$ cat src/rtl/ext_pkg.sv
// Shared encodings for the immediate extender.
// EXT_MARGIN is the headroom the branch shift needs above IN_W.
package ext_pkg;
    localparam logic [1:0] EXT_ZERO   = 2'b00;
    localparam logic [1:0] EXT_SIGN   = 2'b01;
    localparam logic [1:0] EXT_UPPER  = 2'b10;
    localparam logic [1:0] EXT_BRANCH = 2'b11;
    localparam int         EXT_MARGIN = 2;
endpackage

$ cat src/rtl/ext_core.sv
// Combinational immediate extension f(ext_sel, imm).
// Shared by the pipelined extender and the unregistered decode path.
module ext_core
    import ext_pkg::*;
#(
    parameter int IN_W  = 16,
    parameter int OUT_W = 32
) (
    input  logic [1:0]       ext_sel,
    input  logic [IN_W-1:0]  imm,
    output logic [OUT_W-1:0] ext_out
);
    logic [OUT_W-1:0] zext;
    logic [OUT_W-1:0] sext;
    logic [OUT_W-1:0] upper;
    logic [OUT_W-1:0] branch;

    assign zext   = {{(OUT_W-IN_W){1'b0}}, imm};
    assign sext   = {{(OUT_W-IN_W){imm[IN_W-1]}}, imm};
    assign upper  = {imm, {(OUT_W-IN_W){1'b0}}};
    assign branch = sext << 2;

    always_comb begin
        ext_out = zext;
        unique case (ext_sel)
            EXT_ZERO:   ext_out = zext;
            EXT_SIGN:   ext_out = sext;
            EXT_UPPER:  ext_out = upper;
            EXT_BRANCH: ext_out = branch;
        endcase
    end
endmodule

$ cat src/rtl/imm_extend_pipe.sv
// Registered immediate extender with valid/ready on both sides.
// A one-entry skid behind the output register absorbs a consumer stall.
module imm_extend_pipe
    import ext_pkg::*;
#(
    parameter int IN_W  = 16,
    parameter int OUT_W = 32
) (
    input  logic             CLK,
    input  logic             Reset,
    input  logic             in_valid,
    output logic             in_ready,
    input  logic [1:0]       ExtSel,
    input  logic [IN_W-1:0]  immediate,
    output logic             out_valid,
    input  logic             out_ready,
    output logic [OUT_W-1:0] Extendout
);
    if (OUT_W < IN_W + EXT_MARGIN) begin : g_width_err
        $error("imm_extend_pipe: OUT_W must be at least IN_W+2");
    end

    logic [OUT_W-1:0] ext_val;
    logic [OUT_W-1:0] main_q, main_d;
    logic [OUT_W-1:0] skid_q, skid_d;
    logic             out_valid_q, out_valid_d;
    logic             skid_valid_q, skid_valid_d;
    logic             accept;
    logic             transfer;

    ext_core #(
        .IN_W  (IN_W),
        .OUT_W (OUT_W)
    ) u_core (
        .ext_sel (ExtSel),
        .imm     (immediate),
        .ext_out (ext_val)
    );

    // in_ready depends only on state and reset, never on out_ready
    assign in_ready  = !skid_valid_q && !Reset;
    assign accept    = in_valid && in_ready;
    assign transfer  = out_valid_q && out_ready;
    assign out_valid = out_valid_q;
    assign Extendout = main_q;

    always_comb begin
        main_d       = main_q;
        skid_d       = skid_q;
        out_valid_d  = out_valid_q;
        skid_valid_d = skid_valid_q;
        if (skid_valid_q) begin
            if (transfer) begin
                main_d       = skid_q;
                skid_valid_d = 1'b0;
            end
        end else if (accept) begin
            if (!out_valid_q || out_ready) begin
                main_d      = ext_val;
                out_valid_d = 1'b1;
            end else begin
                skid_d       = ext_val;
                skid_valid_d = 1'b1;
            end
        end else if (transfer) begin
            out_valid_d = 1'b0;
        end
    end

    always_ff @(posedge CLK) begin
        if (Reset) begin
            main_q       <= '0;
            skid_q       <= '0;
            out_valid_q  <= 1'b0;
            skid_valid_q <= 1'b0;
        end else begin
            main_q       <= main_d;
            skid_q       <= skid_d;
            out_valid_q  <= out_valid_d;
            skid_valid_q <= skid_valid_d;
        end
    end
endmodule

$ cat config.mk
export PLATFORM = sky130hd
export DESIGN_NAME = imm_extend_pipe
export DESIGN_NICKNAME = d
export VERILOG_FILES = /design/src/rtl/ext_pkg.sv /design/src/rtl/ext_core.sv /design/src/rtl/imm_extend_pipe.sv
export SDC_FILE = /design/constraint.sdc
export NUM_CORES = 1
export LEC_CHECK = 0
export CELL_PAD_IN_SITES_DETAIL_PLACEMENT = 0
export CELL_PAD_IN_SITES_GLOBAL_PLACEMENT = 1
export CORE_ASPECT_RATIO = 0.75
export CORE_MARGIN = 2
export CORE_UTILIZATION = 37
export CTS_CLUSTER_DIAMETER = 120
export DETAILED_ROUTE_END_ITERATION = 16
export PLACE_DENSITY_LB_ADDON = 0.1
export SYNTH_ARGS = -nofsm -noshare
export SYNTH_HDL_FRONTEND = slang
export SYNTH_HIERARCHICAL = 1
export SYNTH_SLANG_ARGS = --single-unit
export TNS_END_PERCENT = 10
$ cat constraint.sdc
create_clock -name CLK -period 1.5 [get_ports CLK]
set_input_delay 0.15 -clock CLK [delete_from_list [all_inputs] [get_ports CLK]]
set_output_delay 0.15 -clock CLK [all_outputs]
set_load 0.1 [all_outputs]
Word-level counts from Yosys, hierarchy flattened
Index checks and enable logic that the tools add are counted.

Output and inout port bits: 34. Register bits: 66. Word-level logic and storage cells: 37. Input port bits: 22.

Bitwise gates (word level): 2. Reduce and logical (&&, ||, !) cells: 14. Equal/unequal tests: 5. Multiplexer cells: 12.

Operators by type and width (count): $mux 32 (4); $pmux 32 s4 (1); $reduce_and 3->1 (3); $mux 1 (7); $reduce_bool 2->1 (3); $eq 2x2->1 const B (2); $ne 2x1->1 const B (2); $logic_and 1x1->1 (3); $logic_not 1->1 (3); $eq 2x1->1 const B (1); $logic_not 2->1 (1); $not 1->1 (2); $logic_or 1x1->1 (1).

Longest topological paths before layout
Gate-level depths: netlist of the first run.

Word-level depth: 5. Mapped depth: 7. Mapped depth without buffers: 5.

Modules after synthesis
Netlist of the first run, hierarchy kept.

By module, submodules not included: imm_extend_pipe (seq. area each 1321.3 µm², cells each 292, instances 1, area an instance 3002.9 µm²); ext_core (seq. area each 0.0 µm², cells each 42, instances 1, area an instance 365.4 µm²).

Worst setup path after synthesis of the first run
Ideal clock, no wire load.

Path kind: register -> register. Start: register out_valid_q (netlist: out_valid). End: register skid_q[10]. Cell stages (with the launch flop): 5. Period minus slack after synthesis: 2.212 ns. Path buffers: 1. Slack: -0.712 ns. Data required time: 1.379 ns. Setup time: 0.121 ns. Arrival: 2.092 ns. Cell sequence: dfxtp_1 nand3b_1 nor3_2 buf_2 mux2_2.

Longest elaborated chain between the ends: 4.

Ends and longest elaborated chain: from (decl) (RTL line imm_extend_pipe.sv:26) `logic out_valid_q, out_valid_d;`; from (signal assigned) (RTL line imm_extend_pipe.sv:79) `out_valid_q <= out_valid_d;`; $logic_not 1->1 (RTL line imm_extend_pipe.sv:58) `if (!out_valid_q || out_ready) begin`; $logic_or 1x1->1 (RTL line imm_extend_pipe.sv:58); $not 1->1 (no line); $reduce_and 3->1 (no line); to (signal assigned) (RTL line imm_extend_pipe.sv:78) `skid_q <= skid_d;`; to (decl) (RTL line imm_extend_pipe.sv:25) `logic [OUT_W-1:0] skid_q, skid_d;`.

No other way between the ends. A chain may end at the register's enable or synchronous reset.

Worst setup path after layout of the first run
Start: register skid_valid_q. End: register main_q[22] (netlist: Extendout[22]).

Longest elaborated chain between the ends: 5. Elaborated cells on any way between the ends: 8. Those cells by class: 1 x eq/ne; 1 x mux; 6 x reduce/logical.

Ends and longest elaborated chain: from (decl) (RTL line imm_extend_pipe.sv:27) `logic skid_valid_q, skid_valid_d;`; from (signal assigned) (RTL line imm_extend_pipe.sv:80) `skid_valid_q <= skid_valid_d;`; $logic_not 1->1 (RTL line imm_extend_pipe.sv:41) `assign in_ready = !skid_valid_q && !Reset;`; $logic_and 1x1->1 (RTL line imm_extend_pipe.sv:41); $logic_and 1x1->1 (RTL line imm_extend_pipe.sv:42) `assign accept = in_valid && in_ready;`; $reduce_bool 2->1 (no line); $reduce_and 3->1 (no line); to (signal assigned) (RTL line imm_extend_pipe.sv:77) `main_q <= main_d;`; to (decl) (RTL line imm_extend_pipe.sv:24) `logic [OUT_W-1:0] main_q, main_d;`.

Parallel ways exist; a longest one is shown, timed or not.

==> flow_summary.json, run 1 <==
{
  "worst-endpoint-arrival_ns": 1.66,
  "startpoint": "skid_valid_q",
  "clk_pin_slew_worst_paths_ns": 0.05,
  "synth_top_family_by_area": "multiplexers",
  "syn_nets": 356,
  "p_leak_nw": 2.14,
  "ys_types": 31,
  "synthMuxAreaShare_pct": 30.6,
  "required_ns": 1.72,
  "ant_nets": 0,
  "drt-initial-drc-count": 103,
  "met1_usage_pct": 23.5,
  "cts-root-buf": "clkbuf_16",
  "synth_xor_xnor_area_share_pct": 0,
  "path_cells": "or3b_1 -> a22o_4 -> buf_12 -> mux2i_1",
  "cap_violations": 0,
  "fillers": 816,
  "fin_cells": 512,
  "post-route-util_pct": 53.7,
  "grt-ovfl-total": 0,
  "worst_hold_startpoint": "ExtSel[1]",
  "syn_inst": 334,
  "cpMaxStageDelayCell": "or3b_1",
  "fin_worst_skew_ns": 0.00434,
  "finalNetCount": 417,
  "setup_ws_ns": 0.0505,
  "path_max_fanout": 17,
  "critPathMaxStageDelay_ns": 0.42,
  "place_ws_ns": -0.282,
  "clock_tree.buffer_depth": 2,
  "crit_path_start_kind": "register",
  "status": "finished clean",
  "grt.total_usage_pct": 17.2,
  "ff_latch_area_um2": 1330,
  "drc": 0,
  "grt_pass1_vias": 2514,
  "io_buffer_count": 55,
  "htree_levels": 3,
  "finalMaxSlewViolations": 0,
  "via_count": 2556,
  "tritoncts": "done",
  "fin_crit_sh_pct": 96.6,
  "crit_type": "reg2reg",
  "cellPowerDensity_nw_per_um2": 1040,
  "peakVddDrop_uv": 615,
  "crit_path_end_kind": "register",
  "hold_path_class": "in2reg",
  "grt_pass1_wl_mm": 13.0,
  "drt-total-wl_mm": 7.88,
  "dp.final_hpwl_mm": 5.45,
  "synth-seq-cells": 66,
  "drt_pass1_iterations": 4,
  "wire_per_inst_um": 15.4,
  "place.gp.congestion": 0.756,
  "num_io_pins": 56,
  "grt_max_degree": 35,
  "cts_setup_buffers": 0,
  "antenna_found_initial": 0,
  "start_util_pct": 37.7,
  "synth_compound_area_share_pct": 9.47,
  "yosys_warnings": 6,
  "die_x_um": 114,
  "fp-row-count": 30,
  "setup_viol": 0,
  "power.total_mw": 4.98,
  "yosysSeqAreaShare_pct": 39.2,
  "avgSynthCellArea_um2": 10.1,
  "path_delay_family": "simple AND/OR/NAND/NOR gates",
  "fp.coreArea_um2": 8930,
  "grt_util_met3_pct": 6.29,
  "syn_to_final_growth_pct": 42.3,
  "cp_num_buf_inv": 1,
  "final_cell_mix": "65 x dfxtp_1, 65 x nand2_1, 61 x mux2_2",
  "die_y_um": 86.6,
  "fin_crit_ns": 1.45,
  "synth_fa_ha_area_share_pct": 0,
  "n_antenna_cell": 0,
  "yosys.area_share.simple_pct": 15.2,
  "dp_cells": 496,
  "finalHoldViolations": 0,
  "drive_gt1_share_pct": 36.8,
  "die_area_um2": 9890,
  "multiInputGateArea_um2": 1880,
  "cts_sinks": 66,
  "slew_headroom_pct": 76.2,
  "clk_latency_ns": 0.33,
  "use_met2_pct": 25.8,
  "cts_buffers": 9,
  "fmax_mhz": 690,
  "via_per_inst": 4.99,
  "syn_area_um2": 3370,
  "reg2reg_from": "skid_valid_q",
  "grt.busiest_layer": "met2",
  "tightest_slew_ns": 0.356
}
cells by family after synthesis:
logic type             count (synthesis)
AOI/OAI and AO/OA                     39
buffers and inverters                 29
DFF                                   66
muxes                                 95
and+or+nand+nor                      105
report_power, final:
| part | total (mW) | internal [mW] | switching, mW |
|---|---|---|---|
| Combinational | 1.12 | 0.487 | 0.631 |
| Sequential | 1.87 | 1.82 | 0.0522 |
| Clock | 1.99 | 1.25 | 0.742 |
worst reg2reg max path, delay by kind of cell (launching register included):
family                 cells  cell delay (ns)
flip-flops                 1             0.35
buffers and inverters      1             0.17
AO/OA/AOI/OAI              1             0.26
AND/OR/NAND/NOR            1             0.42
multiplexers               1             0.14
cells in the mapped netlist:
| cell type | count | area, um2 |
|---|---|---|
| a211oi_1 | 1 | 7.51 |
| a21o_1 | 10 | 75.1 |
| a21o_2 | 4 | 35.0 |
| a21oi_1 | 2 | 10.0 |
| a22o_1 | 15 | 131 |
| a22o_2 | 1 | 10.0 |
| a31o_2 | 2 | 17.5 |
| and2_0 | 1 | 6.26 |
| and2_4 | 1 | 8.76 |
| and2b_2 | 2 | 17.5 |
| and2b_4 | 1 | 10.0 |
| buf_2 | 9 | 45.0 |
| buf_6 | 6 | 67.6 |
| buf_8 | 2 | 30.0 |
| clkbuf_1 | 9 | 33.8 |
| dfxtp_1 | 66 | 1320 |
| inv_1 | 2 | 7.51 |
| inv_2 | 1 | 3.75 |
| mux2_1 | 2 | 22.5 |
| mux2_2 | 61 | 687 |
| mux2i_1 | 32 | 320 |
| nand2_1 | 65 | 244 |
| nand2b_1 | 1 | 6.26 |
| nand3b_1 | 1 | 7.51 |
| nor2_1 | 1 | 3.75 |
| nor2b_1 | 30 | 188 |
| nor3_2 | 1 | 10.0 |
| o211a_1 | 2 | 20.0 |
| o21a_1 | 1 | 7.51 |
| o21ai_0 | 1 | 5.00 |
| or3b_1 | 1 | 8.76 |
timing repair:
item,CTS,global route
resized for setup,0,2
hold buffers,0,0
setup endpoints to repair,0,8
hold endpoints to repair,0,0
state kept, by name, indices dropped and copies added, names as in the netlist:
name / count
Extendout: 32
out_valid: 1
skid_q: 32
skid_valid_q: 1
routing by layer:
| metal | wire length [um] | vias up |
|---|---|---|
| met5 | 0 | - |
| met4 | 114 | 0 |
| met3 | 387 | 12 |
| met2 | 3410 | 55 |
| met1 | 3970 | 1219 |
| li1 | - | 1270 |
path summary, 6_finish.rpt:
path	endpoint	slack [ns]	cells past startpoint
max	Extendout[22]	0.05	4
min	skid_q[31]	0.39	3
max reg2reg	Extendout[22]	0.05	4
min reg2reg	Extendout[12]	0.49	2
stage by stage:
step	setup TNS (ns)	hold slack [ns]	instance area, um2
3_3_place_gp	-14.09	0.482	4500
2_1_floorplan	-2.68	0.251	3390
3_5_place_dp	-13.35	0.489	4500
5_1_grt	-0.0396	0.432	4790
4_1_cts	0	0.496	4780
6_report	0	0.389	4790
final cells by class:
class / count / share of cell area [%]
Sequential cell: 66 / 27.6
Multi-Input combinational cell: 239 / 39.3
Clock inverter: 2 / 0.209
Clock buffer: 14 / 5.72
Inverter: 3 / 0.235
Tap cell: 112 / 2.92
Timing Repair Buffer: 76 / 24.0
No activity file was read; power rests on OpenSTA's default activity.
==> run 2, diff against run 1 <==
--- a/config.mk
+++ b/config.mk
@@ -5,6 +5,7 @@
 export SDC_FILE = /design/constraint.sdc
 export NUM_CORES = 1
 export LEC_CHECK = 0
+export CAP_MARGIN = 30
 export CELL_PAD_IN_SITES_DETAIL_PLACEMENT = 0
 export CELL_PAD_IN_SITES_GLOBAL_PLACEMENT = 1
 export CORE_ASPECT_RATIO = 0.75
==> results of run 2 <==
Same layout as run 1: the final DEF is identical, and so are final timing and power.
==> run 3, diff against run 2 <==
--- a/config.mk
+++ b/config.mk
@@ -13,7 +13,9 @@
 export CORE_UTILIZATION = 37
 export CTS_CLUSTER_DIAMETER = 120
 export DETAILED_ROUTE_END_ITERATION = 16
+export HOLD_SLACK_MARGIN = 0.08
 export PLACE_DENSITY_LB_ADDON = 0.1
+export REMOVE_ABC_BUFFERS = 1
 export SYNTH_ARGS = -nofsm -noshare
 export SYNTH_HDL_FRONTEND = slang
 export SYNTH_HIERARCHICAL = 1
==> run 3 against run 2 <==
Against the previous run: die area did not move; hold slack improved by 0.057 ns; clock power rose by 4%; sequential share of layout area barely moved; total power rose by 1.4%; critical endpoint is now Extendout[7].
==> flow_summary.json, run 3 (same netlist as run 1, synthesis figures left out) <==
{
  "path_cells": "clkdlybuf4s50_1 -> buf_4 -> and2_4 -> a22o_1 -> mux2_2 -> nand2_1 -> mux2i_1",
  "crit_path_start_kind": "input pin",
  "cpMaxStageDelayCell": "clkdlybuf4s50_1",
  "die_area_um2": 9890,
  "setup_viol": 0,
  "via_count": 2514,
  "finalHoldViolations": 0,
  "fin_cells": 509,
  "drt-initial-drc-count": 78,
  "power.total_mw": 5.05,
  "hold_buffers": 0,
  "crit_path_end_kind": "register",
  "p_leak_nw": 2.13,
  "tightest_slew_ns": 0.271,
  "final_cell_mix": "65 x dfxtp_1, 65 x nand2_1, 61 x mux2_2",
  "slew_headroom_pct": 81.9,
  "grt_pass1_wl_mm": 12.4,
  "htree_levels": 3,
  "dp_cells": 494,
  "rsz0062_at_grt": "false",
  "reg2reg_from": "skid_valid_q",
  "worst_hold_startpoint": "out_ready",
  "peakVddDrop_uv": 764,
  "cts_sinks": 66,
  "grt_pass1_vias": 2474,
  "fin_crit_sh_pct": 96.5,
  "num_io_pins": 56,
  "fp.coreArea_um2": 8930,
  "worst-endpoint-arrival_ns": 1.67,
  "cap_violations": 0,
  "die_x_um": 114,
  "fin_hold_ws_ns": 0.446,
  "syn_to_final_growth_pct": 42.1,
  "die_y_um": 86.6,
  "via_per_inst": 4.94,
  "fin_worst_skew_ns": 0.00478,
  "place.gp.congestion": 0.756,
  "finalMaxSlewViolations": 0,
  "cts_resized": 0,
  "hold_path_class": "in2reg",
  "ant_nets": 0,
  "grt_max_degree": 28,
  "cp_num_buf_inv": 2,
  "critPathMaxStageDelay_ns": 0.47,
  "path_max_fanout": 14,
  "status": "finished clean",
  "n_antenna_cell": 0,
  "io_buffer_count": 55,
  "drt_pass1_iterations": 4,
  "drt-total-wl_mm": 7.73,
  "drc": 0,
  "cts_buffers": 9,
  "clk_latency_ns": 0.33,
  "crit_type": "in2reg",
  "path_delay_family": "buffers and inverters",
  "startpoint": "ExtSel[1]",
  "clk_pin_slew_worst_paths_ns": 0.05,
  "finalNetCount": 415,
  "start_util_pct": 37.7,
  "dpl-instance-area_um2": 4500,
  "fin_area_um2": 4790,
  "grt-ovfl-total": 0,
  "antenna_found_initial": 0,
  "cts-root-buf": "clkbuf_16",
  "drive_gt1_share_pct": 36.0,
  "cts_setup_buffers": 0,
  "fp-row-count": 30,
  "required_ns": 1.72,
  "wire_per_inst_um": 15.2,
  "fmax_mhz": 691,
  "grt.total_usage_pct": 16.3,
  "cellPowerDensity_nw_per_um2": 1050,
  "clock_tree.buffer_depth": 2,
  "dp.final_hpwl_mm": 5.25,
  "fin_crit_ns": 1.45,
  "tritoncts": "done"
}
-- run 3: area by class of cell --
type,instances,area (um2)
fillers,809,4150
multi-input cells,239,1870
clock inverters,3,40.0
well taps,112,140
repair buffers,74,1160
clock buffers,12,246
flip-flops and latches,66,1320
inverters,3,11.3
-- run 3: path summary, 6_finish.rpt --
kind / endpoint / slack, ns / cells after the start
worst max-delay path: Extendout[7] / 0.05 / 7
worst min-delay path: skid_valid_q / 0.45 / 2
worst max register to register: skid_q[28] / 0.08 / 4
worst min register to register: Extendout[7] / 0.49 / 2
-- run 3: stage by stage --
stage	util, %	worst slack (ns)	setup TNS, ns
after floorplan	-	-1.57	-92.04
after global placement	50.4	-0.257	-14.74
after detailed placement	50.4	-0.263	-14.86
after CTS	53.6	0.0565	0
after global routing	53.6	0.00462	0
final	53.6	0.0523	0
-- run 3: worst register-to-register path, stage by stage (launching register included) --
cell and delay, ns:
dfxtp_2 0.33, buf_12 0.15, nor3_4 0.25, buf_12 0.22, mux2_2 0.36
-- run 3: power by group --
part           internal (mW)  switching [mW]  total [mW]  leakage, nW
clock                   1.32           0.748        2.06        0.142
combinational          0.487           0.625        1.11         1.45
sequential              1.82          0.0515        1.87        0.536
total                   3.62            1.42        5.05         2.13
-- run 3: per-layer routing --
metal  GRT usage [%]  share of wire (%)
met5               0                  0
met1            22.4                 51
met4            4.66                1.2
met2            24.4                 44
met3            5.24                4.2
==> RTL change, RTL diff (config.mk and constraints of run 3) <==
`OUT_W` is set to 32 in 2 places; all go to 48.
--- a/src/rtl/ext_core.sv
+++ b/src/rtl/ext_core.sv
@@ -4,7 +4,7 @@
     import ext_pkg::*;
 #(
     parameter int IN_W  = 16,
-    parameter int OUT_W = 32
+    parameter int OUT_W = 48
 ) (
     input  logic [1:0]       ext_sel,
     input  logic [IN_W-1:0]  imm,
--- a/src/rtl/imm_extend_pipe.sv
+++ b/src/rtl/imm_extend_pipe.sv
@@ -4,7 +4,7 @@
     import ext_pkg::*;
 #(
     parameter int IN_W  = 16,
-    parameter int OUT_W = 32
+    parameter int OUT_W = 48
 ) (
     input  logic             CLK,
     input  logic             Reset,
Interface: changed (resized Extendout); port bits go from 56 to 72. The function was not compared with the original's and may differ.
==> RTL change against run 3 <==
Sequential cell count is 32 higher; fmax is 0.77% lower; area after synthesis is 45% higher; routed wire length is 62% higher; worst setup slack worse by 0.011 ns; total power is 32% higher; critical path depth is 3 lower; clock skew is 0.0039 ns higher; clock power is 15% higher; global-route usage is 1.4 points higher; design area is 41% higher; highest routed layer unchanged.
==> RTL change: results (changes against run 3) <==
Status
  • Outcome: complete, no violations

STA
  • Clock Skews: 0.00866 ns (+0.00388 ns)
  • Slew margin rel.: 0.605 (-0.214)

Logic synthesis
  • Main area contributors after synthesis: dfxtp_1 (40%), nand2_1 (11%), mux2_2 (11%)
  • Sequential area share after synthesis: 0.400 (+0.00814)
  • Commonest cells in the netlist: nand2_1 (145), dfxtp_1 (98), mux2i_1 (49)
  • Count of cell types in the netlist: 32 (+3.2%)
  • Async S/R FF share, synth: 0 (unchanged)
  • YS warnings: 6 (unchanged)

Global route
  • Initial antenna violation count: 0 (unchanged)
  • Number of global-route vias before repair: 3,902 (+58%)
  • Largest net degree at the start of global routing: 50 (+79%)
  • Total Routing Usage GR: 0.177 (+0.0140)
  • First-pass GRT wire length: 20,200 um (+62%)

Detailed routing
  • Length of the first detailed-routing pass in iterations: 4 (unchanged)
  • Vias: 4,006 (+59%)
  • Final wirelength: 12,600 um (+62%)
  • Drt initial violations: 194 (+150%)

CTS
  • CTS Buffer Depth: 2 (unchanged)
  • Htree depth: 3 (unchanged)
  • Latest clock arrival within the worst-skew pair: 0.34 ns
  • Register clock-pin slew on the reported worst setup and hold paths: 0.07 ns (+0.02 ns)
  • Clock root buffer: clkbuf_16
  • CTS buffer count: 9 (unchanged)

Worst setup path
  • CP max-delay cell: or3b_1
  • Crit path DAT: 1.68 ns
  • CP Max Fanout: 25 (+11)
  • Slowest cell delay on critical path: 0.39 ns (-0.08 ns)

Final layout
  • ANT cells: 0 (unchanged)
  • Fill cells: 1,217 (+50%)
  • NumNets Final: 619 (+49%)
  • Share of layout cells above drive strength 1: 0.269 (-0.0911)

Placement
  • GPL Wtd Cong: 0.712 (-5.8%)
  • Post-DP Area: 6330 um2 (+41%)
  • Post-DP HPWL: 7280 um (+39%)
  • Port Buffers: 71 (+29%)

Job
  • Max-Cap Viols: 0 (unchanged)

Hold path
  • Worst hold path class: input pin to register

Power and ir drop
  • Leakage: 3.00 nW (+41%)
  • Largest vdd supply drop: 0.604 mV (-21%)
==> RTL change: changes by cell type after synthesis, moves of 13 or more <==
cell	before	now
buf_4	0	14
o211ai_1	0	48
mux2i_1	32	49
mux2_2	61	48
nand3_1	0	48
dfxtp_1	66	98
clkbuf_1	9	30
nor2b_1	30	1
nand2_1	65	145
==> RTL change: area by class of cell <==
cell class	instances	area, um2	area share
Timing Repair Buffer	101	1660	0.246
Multi-Input combinational cell	384	2570	0.382
Tap cell	171	214	0.0318
Inverter	3	16.3	0.00242
Clock buffer	10	239	0.0355
Clock inverter	6	65.1	0.00967
Sequential cell	98	1970	0.292
==> RTL change: where the power goes <==
part | switching, mW | internal [mW] | leakage, nW
logic | 0.899 | 0.631 | 2.06
clock network | 1.03 | 1.34 | 0.145
registers | 0.0792 | 2.68 | 0.795
==> RTL change: worst paths after layout <==
| kind | endpoint | slack [ns] | startpoint | cells past startpoint |
|---|---|---|---|---|
| setup / recovery | Extendout[5] | 0.04 | skid_valid_q | 4 |
| hold / removal | skid_valid_q | 0.45 | out_ready | 2 |
| setup reg to reg | Extendout[5] | 0.04 | skid_valid_q | 4 |
| hold reg to reg | skid_q[15] | 0.47 | skid_q[15] | 2 |
==> RTL change: cells by family (layout without fill, tap and decap cells) <==
kind of cell / after synthesis / after routing / share of synthesized area
AO/OA/AOI/OAI: 83 / 83 / 0.131
buffers and inverters: 69 / 120 / 0.0802
flip-flops: 98 / 98 / 0.400
multiplexers: 97 / 97 / 0.210
AND/OR/NAND/NOR: 204 / 204 / 0.178
==> RTL change: repair_timing <==
action | 4_1_cts | 5_1_grt
endpoints found under the hold margin | 0 | 0
gates resized for setup | 0 | 8
buffers inserted | 0 | 1
endpoints found under the setup margin | 0 | 55
==> RTL change: worst max-delay path: cells and delay by family, from the launching register on <==
kind / cells / cell delay (ns)
AND/OR/NAND/NOR: 1 / 0.39
flip-flops: 1 / 0.35
multiplexers: 1 / 0.14
AO/OA/AOI/OAI: 1 / 0.26
buffers and inverters: 1 / 0.18
==> RTL change: metal layers <==
layer	vias up	track usage	wire length [um]
li1	2000	-	-
met2	64	0.266	5510
met5	-	0	0
met4	0	0.0353	83
met1	1935	0.257	6460
met3	7	0.0401	505
==> RTL change: stage by stage <==
step	setup slack [ns]	power, mW	std cells	hold WS (ns)
floorplan	-3.83	3.73	485	0.219
global placement	-0.297	4.32	753	0.458
detailed placement	-0.310	4.33	753	0.464
CTS	0.0222	6.70	769	0.446
global route	-0.0139	6.91	773	0.472
finish	0.0411	6.66	773	0.454
